[src/rtl/ctrl_pkg.sv]
// Shared controller-section definitions: scheduler state encoding and the
// smallest divisor that still leaves a gap between consecutive ticks.
`default_nettype none

package ctrl_pkg;

    typedef enum logic [0:0] {
        IDLE = 1'b0,
        RUN  = 1'b1
    } sched_state_e;

    localparam int MIN_DIV = 2;

endpackage

`default_nettype wire

[src/rtl/tick_cnt.sv]
// Loadable period counter: counts 0..div-1 while enabled and wraps to 0;
// clear has priority over counting.
`default_nettype none

module tick_cnt #(
    parameter int CNT_W = 16
) (
    input  logic             clk_in,
    input  logic             rst_n,
    input  logic             clear,
    input  logic             en,
    input  logic [CNT_W-1:0] div,
    output logic             zero
);

    logic [CNT_W-1:0] cnt_q;
    logic [CNT_W-1:0] cnt_d;

    // ">=" rather than "==" keeps the counter bounded even if div is ever
    // smaller than the current count.
    always_comb begin
        cnt_d = cnt_q;
        if (clear) begin
            cnt_d = '0;
        end else if (en) begin
            if (cnt_q >= div - CNT_W'(1)) begin
                cnt_d = '0;
            end else begin
                cnt_d = cnt_q + CNT_W'(1);
            end
        end
    end

    always_ff @(posedge clk_in or negedge rst_n) begin
        if (!rst_n) begin
            cnt_q <= '0;
        end else begin
            cnt_q <= cnt_d;
        end
    end

    assign zero = (cnt_q == '0);

endmodule

`default_nettype wire

[src/rtl/tick_sched.sv]
// Programmable tick scheduler: emits single-cycle ticks every div_q cycles,
// either as a counted burst or continuously until stopped.
`default_nettype none

module tick_sched
    import ctrl_pkg::*;
#(
    parameter int CNT_W   = 16,
    parameter int BURST_W = 8
) (
    input  logic               clk_in,
    input  logic               rst_n,
    input  logic [CNT_W-1:0]   cfg_div,
    input  logic [BURST_W-1:0] cfg_burst,
    input  logic               start,
    input  logic               stop,
    output logic               busy,
    output logic               tick,
    output logic               done,
    output logic               cfg_err
);

    sched_state_e       state_q, state_d;
    logic [CNT_W-1:0]   div_q,   div_d;
    logic [BURST_W-1:0] rem_q,   rem_d;
    logic               done_q,  done_d;
    logic               err_q,   err_d;
    logic               cnt_zero;

    // Counter is held at zero throughout IDLE, so the first RUN cycle ticks.
    tick_cnt #(
        .CNT_W (CNT_W)
    ) u_tick_cnt (
        .clk_in (clk_in),
        .rst_n  (rst_n),
        .clear  (state_q == IDLE),
        .en     (state_q == RUN),
        .div    (div_q),
        .zero   (cnt_zero)
    );

    assign tick = (state_q == RUN) && cnt_zero;

    always_comb begin
        state_d = state_q;
        div_d   = div_q;
        rem_d   = rem_q;
        done_d  = 1'b0;
        err_d   = 1'b0;
        case (state_q)
            IDLE: begin
                if (start) begin
                    if (cfg_div >= CNT_W'(MIN_DIV)) begin
                        state_d = RUN;
                        div_d   = cfg_div;
                        rem_d   = cfg_burst;
                    end else begin
                        err_d = 1'b1;
                    end
                end
            end
            RUN: begin
                // rem_q == 0 means continuous mode: never decremented.
                if (tick && (rem_q != '0)) begin
                    rem_d = rem_q - BURST_W'(1);
                end
                if (stop || (tick && (rem_q == BURST_W'(1)))) begin
                    state_d = IDLE;
                    done_d  = 1'b1;
                end
            end
            default: begin
                state_d = IDLE;
            end
        endcase
    end

    always_ff @(posedge clk_in or negedge rst_n) begin
        if (!rst_n) begin
            state_q <= IDLE;
            div_q   <= '0;
            rem_q   <= '0;
            done_q  <= 1'b0;
            err_q   <= 1'b0;
        end else begin
            state_q <= state_d;
            div_q   <= div_d;
            rem_q   <= rem_d;
            done_q  <= done_d;
            err_q   <= err_d;
        end
    end

    assign busy    = (state_q == RUN);
    assign done    = done_q;
    assign cfg_err = err_q;

endmodule

`default_nettype wire

[config.mk]
export PLATFORM = sky130hd
export DESIGN_NAME = tick_sched
export DESIGN_NICKNAME = d
export VERILOG_FILES = /design/src/rtl/ctrl_pkg.sv /design/src/rtl/tick_cnt.sv /design/src/rtl/tick_sched.sv
export SDC_FILE = /design/constraint.sdc
export NUM_CORES = 1
export LEC_CHECK = 0
export ABC_AREA = 1
export BUFFER_PORTS_ARGS = -buffer_cell sky130_fd_sc_hd__buf_2
export CAP_MARGIN = 20
export CORE_MARGIN = 1.5
export CORE_UTILIZATION = 35
export DETAILED_ROUTE_END_ITERATION = 6
export PLACE_DENSITY = 0.53
export SLEW_MARGIN = 15
export SYNTH_ARGS = -nofsm -noshare
export SYNTH_HDL_FRONTEND = slang
export SYNTH_SLANG_ARGS = --single-unit
export TNS_END_PERCENT = 1
[constraint.sdc]
create_clock -name clk_in -period 3.6 [get_ports clk_in]
set_clock_uncertainty 0.15 [all_clocks]
set_input_delay 0.72 -clock clk_in [delete_from_list [all_inputs] [get_ports clk_in]]
set_output_delay 0.72 -clock clk_in [all_outputs]
set_load 0.005 [all_outputs]
### Yosys cells after proc, flatten, opt, wreduce, memory -nomap -nowiden

Cells that the tools add are included.

* register bits: 43
* word-level logic and storage cells: 39
* bits of input ports: 28
* output and inout bits: 4

* bitwise logic cells: 1
* reduce and logical (&&, ||, !) cells: 8
* $add $sub $neg: 3
* $lt $le $gt $ge: 2
* multiplexer cells: 15
* eq/ne operators: 4

Operators with widths (count)
* two-way mux 16 bit: 2
* two-way mux 8 bit: 3
* adder 16 x 1 -> 16 bit (second input constant): 1
* >= comparator 16 bit: 1
* >= comparator 16 x 2 -> 1 bit (second input constant): 1
* zero test 16 bit: 1
* one-hot mux 8 bit (2 select lines): 1
* subtractor 16 x 1 -> 16 bit (second input constant): 1
* == test 8 x 1 -> 1 bit (second input constant): 1
* two-way mux 1 bit: 8
* nonzero test 8 bit: 1
* subtractor 8 x 1 -> 8 bit (second input constant): 1
* AND reduction 3 bit: 2
* != test 2 bit (second input constant): 2
* logical AND 1 bit: 3
* != test 2 x 1 -> 1 bit (second input constant): 1
* one-hot mux 1 bit (2 select lines): 1
* logical OR 1 bit: 1
* inverter 1 bit: 1

### Depth between registers and ports, before layout

* depth in word-level cells: 6
* gate-level depth with buffers: 16
* mapped depth without buffers: 15

### Modules after synthesis

Synthesis repeated with hierarchy kept, for this count alone.

* cell total of the unflattened synthesis: 482
* area total of the unflattened synthesis: 3352.0 um2

Modules (own cells, without submodules)
* tick_cnt: cells an instance 288, sequential area each 400.4 um2, area each 1815.5 um2, times used 1
* tick_sched: cells an instance 194, sequential area each 675.6 um2, area each 1536.5 um2, times used 1

### Least setup slack after synthesis

No wires, ideal clock.

* kind: reg-to-reg
* from: register div_q[2]
* to: register u_tick_cnt.cnt_q[8]
* buffers on the path: 1
* path slack: 1.192 ns
* library setup time: 0.069 ns
* data arrival time: 2.189 ns
* cell stages (with the launch flop): 15
* path through: dfrtp_1 -> nor2_1 -> nand3_1 -> nor3b_1 -> nand2_1 -> xor2_1 -> ha_1 -> nand2_1 -> inv_1 -> o21ai_0 -> nand2_1 -> nor2_1 -> nand2_2 -> buf_6 -> nor2_2

* cells in the longest elaborated chain, start to end: 4

Ends and longest elaborated chain
* start: declaration: RTL line tick_sched.sv:24 `logic [CNT_W-1:0] div_q, div_d;`
* start signal: assignment: RTL line tick_sched.sv:87 `div_q <= div_d;`
* subtractor 16 x 1 -> 16 bit: RTL line tick_cnt.sv:26 `if (cnt_q >= div - CNT_W'(1)) begin`
* >= comparator 16 bit: RTL line tick_cnt.sv:26
* two-way mux 16 bit: RTL line tick_cnt.sv:26
* two-way mux 16 bit: RTL line tick_cnt.sv:23 `if (clear) begin`
* net u_tick_cnt.cnt_d[8]: RTL line tick_cnt.sv:17 `logic [CNT_W-1:0] cnt_d;`
* end signal: assignment: RTL line tick_cnt.sv:38 `cnt_q <= cnt_d;`
* end: declaration: RTL line tick_cnt.sv:16 `logic [CNT_W-1:0] cnt_q;`

The timed path passes the listed nets, and every way through them passes these cells.
A chain may end at the register's enable or synchronous reset.

### Final worst setup path

* from: register div_q[7]
* to: register u_tick_cnt.cnt_q[15]

The elaborated chain is that of the path after synthesis.

==> metrics.log <==
INFO  metric cts_tree = yes
INFO  metric max-slew-margin-rel = 69.03%
INFO  metric most_common_cell_after_layout_fill_and_taps_aside = nand2_1
INFO  metric grt_pass1_vias = 2420
INFO  metric vias = about 2600
INFO  metric ys_async_sr_fraction = 100.0%
INFO  metric critPathRequiredTime = roughly 3700 ps
INFO  metric grt_first_pass_wirelength = 11420 um
INFO  metric postSynth.topFlopCell = dfrtp_1
INFO  metric overflow = 0
INFO  metric post_synthesis_register_bit_count = 43
INFO  metric critical_path_arrival = 2830 ps
INFO  metric grt_start_max_net_pins = 44
INFO  metric hold_slack = 170.8 ps
INFO  metric yosysWarnings = 0
INFO  metric ys_top_cells_by_area = dfrtp_1 36%, nand2_1 14%, ha_1 9.2%
INFO  metric hold_path_class = input pin to asynchronous set/reset pin
INFO  metric drv.max_cap_violation_count = 0
INFO  metric syn2layout_area_growth = 11.81%
INFO  metric met3RoutedLength = 222 um
INFO  metric clock_sink_count = 43
INFO  metric num-nets-final = between 500 and 600
INFO  metric share_of_final_layout_standard_cells_stronger_than_drive_strength_1 = between 10% and 20%
INFO  metric hold_violations = 0
INFO  metric layout.cells.most_common_list = 111 x nand2_1, 62 x nor2_1, 55 x inv_1
INFO  metric reg2reg_depth = 13
INFO  metric timing_max_transition_violations_final = 0
INFO  metric preCtsSetupSlack = 834.3 ps
INFO  metric cellPowerDensity = 474.0 nW/um^2
INFO  metric htree_num_levels = 2
INFO  metric critical_path_class = flop to flop
INFO  metric groute.usage.overall = 16.09%
INFO  metric worst_pin_slew = 464.5 ps
INFO  metric startpoint_type = flop
INFO  metric routed_via_density = 4.605
INFO  metric net_count_after_synthesis = 470
INFO  metric static-leakage-power = 1.786 nW
INFO  metric met2_wire_length = 2709 um
INFO  metric crit_end_element = flop
INFO  metric synth_cells = 420
INFO  metric syn-cell-area = 2999 um^2
INFO  metric holdBufCountCts = 0
INFO  metric drc = 0
INFO  metric run_status = finished clean
INFO  metric rows = 33
INFO  metric wirelength_met1 = roughly 3500 um
INFO  metric post-route-min-period = around 2800 ps
INFO  metric number_of_antenna_violations_at_the_first_check_in_global_routing = 0
INFO  metric cts_repair_resizes = 0
INFO  metric fin_crit_sh = 76.92%
INFO  metric area.sequential = between 1000 and 1500 um^2
INFO  metric clk_pin_slew_worst_paths = 80 ps
INFO  metric power = 1.589 mW
INFO  metric peakVddDrop = 0.2056 mV
INFO  metric gp_routability_congestion = 0.8429
INFO  metric fillers = around 890
INFO  metric route.top_layer_used = met4
INFO  metric synth_sequential_area_ratio = a little over a third
INFO  metric synth_top_area_share = roughly 36%
INFO  metric fin_ws = 830.8 ps
INFO  metric fmax = 361.1 MHz
INFO  metric pin_count = 32
INFO  metric avgSynthCellArea = around 7.1 um^2
INFO  metric hpwlAfterDp = 4988 um
INFO  metric ant_nets = 0
INFO  metric floorplan.die.height = 95.57 um
INFO  metric clk-insertion-delay-late = 290 ps
INFO  metric die_span_in_x = 95.57 um
INFO  metric coreArea = 8258 um^2
INFO  metric unrepaired_setup_endpoints_after_global_routing = no
INFO  metric clk_path_buf_depth = 2
INFO  metric setup_violators_final = 0
INFO  metric finalSetupTns = 0 ps
INFO  metric drt_iter0_drc = 91
INFO  metric synth-edff-count = 0
INFO  metric cts_inserted_buffers = 5
INFO  metric detail_route.wl_per_cell = 11.56 um
INFO  metric die_area = between 9000 and 10000 um^2
INFO  metric multiInputGateArea = 1672 um^2
INFO  metric yosys.cell_types.count = 27
INFO  metric diodes = 0
INFO  metric detail_route.wirelength = 6471 um
INFO  metric post_cts_buffers = 0
INFO  metric ctsRootBufferMaster = clkbuf_8
INFO  metric port_buffers = 31
INFO  metric start_util = between 30% and 40%
INFO  metric crit_fanout = 16
INFO  metric synth_area_leader_cell = dfrtp_1
INFO  metric first_pass_iters = 4
==> power by group <==
group	internal (mW)	total [mW]	switching, mW	leakage (nW)
sequential	0.576	0.691	0.115	0.548
clock	0.136	0.297	0.161	0.0422
combinational	0.232	0.601	0.369	1.20
total	0.944	1.59	0.645	1.79
==> per-layer routing <==
| metal | global-route usage (%) | vias up |
|---|---|---|
| met2 | 24.24 | 43 |
| met3 | 2.313 | 9 |
| met5 | 0 | - |
| met4 | 5.147 | 0 |
| li1 | - | 1393 |
| met1 | 23.46 | 1134 |
==> registers in the layout, summed over array words and instances (netlist names) <==
register          cells
done                  1
cfg_err               1
busy                  1
rem_q                 8
div_q                16
u_tick_cnt.cnt_q     16
==> worst paths after layout <==
kind / startpoint / to / slack, ps
min: rst_n / div_q[13]$_DFFE_PN0P_ / 170
max reg2reg: div_q[7]$_DFFE_PN0P_ / u_tick_cnt.cnt_q[15]$_DFF_PN0_ / 830
max: div_q[7]$_DFFE_PN0P_ / u_tick_cnt.cnt_q[15]$_DFF_PN0_ / 830
min reg2reg: u_tick_cnt.cnt_q[0]$_DFF_PN0_ / u_tick_cnt.cnt_q[0]$_DFF_PN0_ / 330
max in group asynchronous: rst_n / div_q[4]$_DFFE_PN0P_ / 2650
min in group clk_in: u_tick_cnt.cnt_q[0]$_DFF_PN0_ / u_tick_cnt.cnt_q[0]$_DFF_PN0_ / 330
==> stage by stage <==
| stage | cell area (um^2) | cells | utilization (%) |
|---|---|---|---|
| global route | 3353 | 560 | 40.61 |
| global placement | 3252 | 551 | 39.38 |
| CTS | 3333 | 559 | 40.36 |
| floorplan | 2999 | 420 | - |
| detailed placement | 3252 | 551 | 39.38 |
| finish | 3353 | 560 | 40.61 |
==> cell usage after synthesis, types with 7 or more instances <==
master and n:
a21oi_1 11, dfrtp_1 43, ha_1 22, inv_1 55
nand2_1 111, nand3_1 34, nand4_1 10, nor2_1 62
nor2_2 12, o21ai_0 16, xnor2_1 7, xor2_1 14
==> worst max-delay path, cell delays in order, from the launching register on <==
cell     delay, ps
dfrtp_1        430
nor2_1         180
nand3_1        140
nor3b_1        360
nand2_1        110
xor2_1         160
ha_1           290
nand2_1         70
inv_1           30
o21ai_0        130
nand2_1         70
nor2_1         120
nand2_2        270
nor2_1         180
==> cell type report <==
class	instances	share of cell area, %
repair buffers	33	5.448
clock inverters	1	0.1493
clock buffers	7	2.276
multi-input cells	315	49.85
flip-flops and latches	43	32.09
inverters	56	6.269
well taps	105	3.918
==> cells by family after synthesis <==
| kind of cell | synth area share [%] |
|---|---|
| xor gates and xnor gates | 6.133 |
| adders and majority gates | 9.178 |
| and+or+nand+nor | 34.79 |
| DFF | 35.88 |
| AOI/OAI and AO/OA | 5.632 |
| buffers and inverters | 8.385 |
Note: power is estimated with default switching activity, not from simulation.
